File: src/rtl/mac_ctrl_pkg.sv
// rtl/mac_ctrl_pkg.sv - shared state encoding for the MAC sequencer
package mac_ctrl_pkg;

  localparam int STATE_W = 3;

  typedef enum logic [STATE_W-1:0] {
    S_IDLE = 3'd0,
    S_LOAD = 3'd1,
    S_MUL  = 3'd2,
    S_ACC  = 3'd3,
    S_DONE = 3'd4
  } state_e;

endpackage

File: src/rtl/mac_step_counter.sv
// rtl/mac_step_counter.sv - shift-add step counter with terminal-count flag
module mac_step_counter #(
  parameter int WIDTH = 8,
  parameter int CNT_W = 4
) (
  input  logic clk,
  input  logic rst,
  input  logic init0,
  input  logic inc,
  output logic tc
);

  logic [CNT_W-1:0] count_q;

  always_ff @(posedge clk or posedge rst) begin
    if (rst) begin
      count_q <= '0;
    end else if (init0) begin
      count_q <= '0;
    end else if (inc) begin
      count_q <= count_q + 1'b1;
    end
  end

  assign tc = (count_q == CNT_W'(WIDTH - 1));

endmodule

File: src/rtl/mac_controller.sv
// rtl/mac_controller.sv - control FSM for the shift-add MAC datapath
// MAC_OVF_EN adds acc_cout input and sticky ovf output.
module mac_controller
  import mac_ctrl_pkg::*;
#(
  parameter int WIDTH = 8,
  parameter int CNT_W = 4
) (
  input  logic clk,
  input  logic rst,
  input  logic start,
  input  logic clr_acc,
  input  logic b_lsb,
  output logic ready,
  output logic done,
  output logic ld_a,
  output logic ld_b,
  output logic init0_p,
  output logic init0_acc,
  output logic add_p,
  output logic shift_pb,
  output logic ld_acc
`ifdef MAC_OVF_EN
  ,
  input  logic acc_cout,
  output logic ovf
`endif
);

  state_e state_q, state_d;
  logic   clr_q, clr_d;
  logic   tc;
  logic   ready_q, done_q, load_q, init0_acc_q, mul_q, ld_acc_q;

  always_comb begin
    state_d = state_q;
    clr_d   = clr_q;
    case (state_q)
      S_IDLE: begin
        if (start) begin
          state_d = S_LOAD;
          clr_d   = clr_acc;
        end
      end
      S_LOAD:  state_d = S_MUL;
      S_MUL:   if (tc) state_d = S_ACC;
      S_ACC:   state_d = S_DONE;
      S_DONE:  state_d = S_IDLE;
      default: state_d = S_IDLE;
    endcase
  end

  // Outputs are registered copies of the next-state decode, so they stay Moore.
  always_ff @(posedge clk or posedge rst) begin
    if (rst) begin
      state_q     <= S_IDLE;
      clr_q       <= 1'b0;
      ready_q     <= 1'b1;
      done_q      <= 1'b0;
      load_q      <= 1'b0;
      init0_acc_q <= 1'b0;
      mul_q       <= 1'b0;
      ld_acc_q    <= 1'b0;
    end else begin
      state_q     <= state_d;
      clr_q       <= clr_d;
      ready_q     <= (state_d == S_IDLE);
      done_q      <= (state_d == S_DONE);
      load_q      <= (state_d == S_LOAD);
      init0_acc_q <= (state_d == S_LOAD) && clr_d;
      mul_q       <= (state_d == S_MUL);
      ld_acc_q    <= (state_d == S_ACC);
    end
  end

  mac_step_counter #(
    .WIDTH (WIDTH),
    .CNT_W (CNT_W)
  ) u_step_counter (
    .clk   (clk),
    .rst   (rst),
    .init0 (load_q),
    .inc   (mul_q),
    .tc    (tc)
  );

  assign ready     = ready_q;
  assign done      = done_q;
  assign ld_a      = load_q;
  assign ld_b      = load_q;
  assign init0_p   = load_q;
  assign init0_acc = init0_acc_q;
  assign add_p     = b_lsb & mul_q;
  assign shift_pb  = mul_q;
  assign ld_acc    = ld_acc_q;

`ifdef MAC_OVF_EN
  logic ovf_q;

  always_ff @(posedge clk or posedge rst) begin
    if (rst) begin
      ovf_q <= 1'b0;
    end else if ((state_q == S_ACC) && acc_cout) begin
      ovf_q <= 1'b1;
    end else if ((state_q == S_LOAD) && clr_q) begin
      ovf_q <= 1'b0;
    end
  end

  assign ovf = ovf_q;
`endif

endmodule

File: config.mk
export PLATFORM = sky130hd
export DESIGN_NAME = mac_controller
export DESIGN_NICKNAME = d
export VERILOG_FILES = /design/src/rtl/mac_ctrl_pkg.sv /design/src/rtl/mac_step_counter.sv /design/src/rtl/mac_controller.sv
export SDC_FILE = /design/constraint.sdc
export NUM_CORES = 1
export LEC_CHECK = 0
export ABC_AREA = 0
export CORE_AREA = 4 4 41 43
export DETAILED_ROUTE_END_ITERATION = 16
export DIE_AREA = 0 0 45 47
export DONT_BUFFER_PORTS = 1
export SLEW_MARGIN = 5
export SYNTH_ARGS = -nofsm -noshare
export SYNTH_HDL_FRONTEND = slang
export SYNTH_SLANG_ARGS = --single-unit
File: constraint.sdc
create_clock -name clk -period 1.3 [get_ports clk]
set_clock_uncertainty 0.2 [all_clocks]
set_input_delay 0.195 -clock clk [delete_from_list [all_inputs] [get_ports clk]]
set_output_delay 0.195 -clock clk [all_outputs]
set_load 0.05 [all_outputs]
==> impl_metrics.ini <==
[die]
fp-row-count = 13
die_w_um = 45
die-area_mm2 = 0.00212
die_y_um = 47
core-area_mm2 = 0.00130
ioPinCount = 14
start_util = 0.425

[detailed_routing]
dr.pass1.iters = 3
viasPerCell = 5.11
drt-total-wl_um = 975
routed-via-count = 358
first_iter_violations = 5
postRouteAntennaNets = 0
routedWlPerCell_um = 13.9
drc = 0

[timing]
worst_hold_slack_ns = 0.172
setup_slack_ns = -0.167
finalSetupViolations = 4
slew_violations = 0
post-route-period-util = 1.13
fin_crit_ns = 1.47
slew_headroom = 0.681
tightestPinTransition_ns = 0.478
fmax_mhz = 682
rsz0062_at_grt = true
hold_violations = 0

[clock_tree]
cts_tree = built
cts.sinks = 13
cts_root_buf = clkbuf_4
cts_buffers = 3
clk_latency_ns = 0.27
h-tree-depth = 1
clkTransAtPathRegs_ns = 0.08
clockBufferDepth = 2

[global_routing]
gr-usage-all-layers = 0.116
grt_pass1_vias = 361
grt-ovfl-total = 0
antenna_found_initial = 0
grt_max_degree = 14
grt_pass1_wl_um = 1640

[synth]
synth_flop_cell = dfrtp_1
syn-num-nets = 48
yosys-top-cells-count = dfrtp_1, nor2_1, and2_1
synthMuxAreaShare = 0.0385
synth_adder_area_share = 0.0226
yosys.area_share.xor_xnor = 0.0317
ys_ff_latch = 13
synth_top_area_cell = dfrtp_1
synthSimpleGateAreaFrac = 0.226
synth_cell_types = 23
ys_seq_area_frac = 0.590
synth_top_family_by_area = simple AND/OR/NAND/NOR gates
synth_compound_area_frac = 0.0566
netlist_instances = 42
synth_area_leaders = dfrtp_1, dfstp_2, nor4b_4
synth_edf_count = 0
synthesis.area_um2 = 553
yosys.cell_count.top_type = dfrtp_1
async_reset_ff_frac = 1.00
avgSynthCellArea_um2 = 13.2
yosys_warnings = 0
netlist.area_leader.share = 0.543

[power_and_ir_drop]
vdd_drop_max_uv = 1540
p_leak_uw = 0.000348
total_power_uw = 1940
p_per_area_mw_per_mm2 = 2660

[flow_run]
drv_cap = 0

[finish]
fillers = 109
final_layout_size_suffix_gt1_frac = 0.527
finalNetCount = 62
area.growth.synth_to_final_pct = 31.9
antenna_cells = 0

[critical_path]
path_cells = buf_12
path_max_fanout = 5
path_class = flip-flop to output pin
cp-startpoint = init0_p$_DFF_PP0_
cp.arrival_ns = 1.07
worst_path_max_delay_cell = dfrtp_2
crit_buf_inv = 1
start_kind = flip-flop
crit_path_end_kind = output pin
r2r-start = shift_pb$_DFF_PP0_
critPathMaxStageDelay_ns = 0.57
path_delay_family = flip-flops
critPathRequiredTime_ns = 0.90

[run_status]
status = complete, but fails checks
violations = setup timing

[place]
portBuffers = 0
dp_hpwl_um = 722
routabilityCongestion = 0.705

[min_path]
hold_class = input pin to asynchronous set/reset pin
[cell usage in the layout (no fill, tap or decap), types with 2 or more instances in the layout]
cell type / count
dfrtp_1: 8
nor2_1: 4
dfrtp_2: 4
buf_4: 4
clkbuf_4: 3
dlygate4sd3_1: 3
buf_6: 3
xnor2_1: 2
and3b_2: 2
and2_4: 2
nor4b_4: 2
[final timing paths]
check / end / slack, ns / depth (start not counted)
setup / recovery: init0_p / -0.17 / 1
hold / removal: state_q[1]$_DFF_PP0_ / 0.17 / 2
setup reg to reg: u_step_counter.count_q[3]$_DFFE_PP0P_ / 0.03 / 3
hold reg to reg: init0_p$_DFF_PP0_ / 0.41 / 1
max in group asynchronous: done$_DFF_PP0_ / 0.38 / 2
min in group clk: add_p / 0.38 / 1
[final cells by class]
type / instances / area, um^2 / area share
Sequential cell: 13 / 332 / 0.455
Clock inverter: 1 / 5.00 / 0.00686
Inverter: 1 / 3.75 / 0.00515
Tap cell: 15 / 18.8 / 0.0257
Timing Repair Buffer: 11 / 114 / 0.156
Multi-Input combinational cell: 26 / 234 / 0.321
Clock buffer: 3 / 22.5 / 0.0309
[stage by stage]
| stage | setup slack, ns | TNS [ns] | util | area [um^2] | std cells |
|---|---|---|---|---|---|
| 2_1_floorplan | -0.0180 | -0.0180 | - | 563 | 42 |
| 3_3_place_gp | 0.0338 | 0 | 0.468 | 609 | 59 |
| 3_5_place_dp | -0.0197 | -0.0197 | 0.468 | 609 | 59 |
| 4_1_cts | -0.186 | -0.462 | 0.542 | 706 | 70 |
| 5_1_grt | -0.220 | -0.593 | 0.561 | 729 | 70 |
| 6_report | -0.167 | -0.393 | 0.561 | 729 | 70 |
[metal layers]
layer | global-route usage | share of wire | up-vias
met2 | 0.186 | 0.53 | 9
met5 | 0 | 0 | -
li1 | - | - | 171
met1 | 0.131 | 0.41 | 178
met4 | 0.0877 | 0 | 0
met3 | 0.0345 | 0.058 | 0
[flip-flops by register name, indices dropped and copies added, names as in the netlist]
name	flops
ld_acc	1
u_step_counter.count_q	4
done	1
init0_p	1
state_q	3
init0_acc	1
shift_pb	1
ready	1
[logic make-up (layout without fill, tap and decap cells)]
| logic type | Yosys count | count (layout) |
|---|---|---|
| buf+inv | 3 | 16 |
| flops | 13 | 13 |
| simple gates | 17 | 17 |
| compound gates | 4 | 4 |
| mux | 2 | 2 |
| xor+xnor | 2 | 2 |
| fa+ha+maj | 1 | 1 |
[report_power, final]
group          switching [uW]  internal [uW]  total (uW)
sequential                302            568         870
clock                     130            114         244
combinational             403            422         825
[what timing repair did]
action	in CTS	in global routing
buffers inserted	4	0
cloned	0	0
gates resized for setup	4	6
setup endpoints to repair	8	10
pin swaps	1	2
hold endpoints to repair	16	0
hold buffers	3	0
Power figures use the tool's default switching activity.
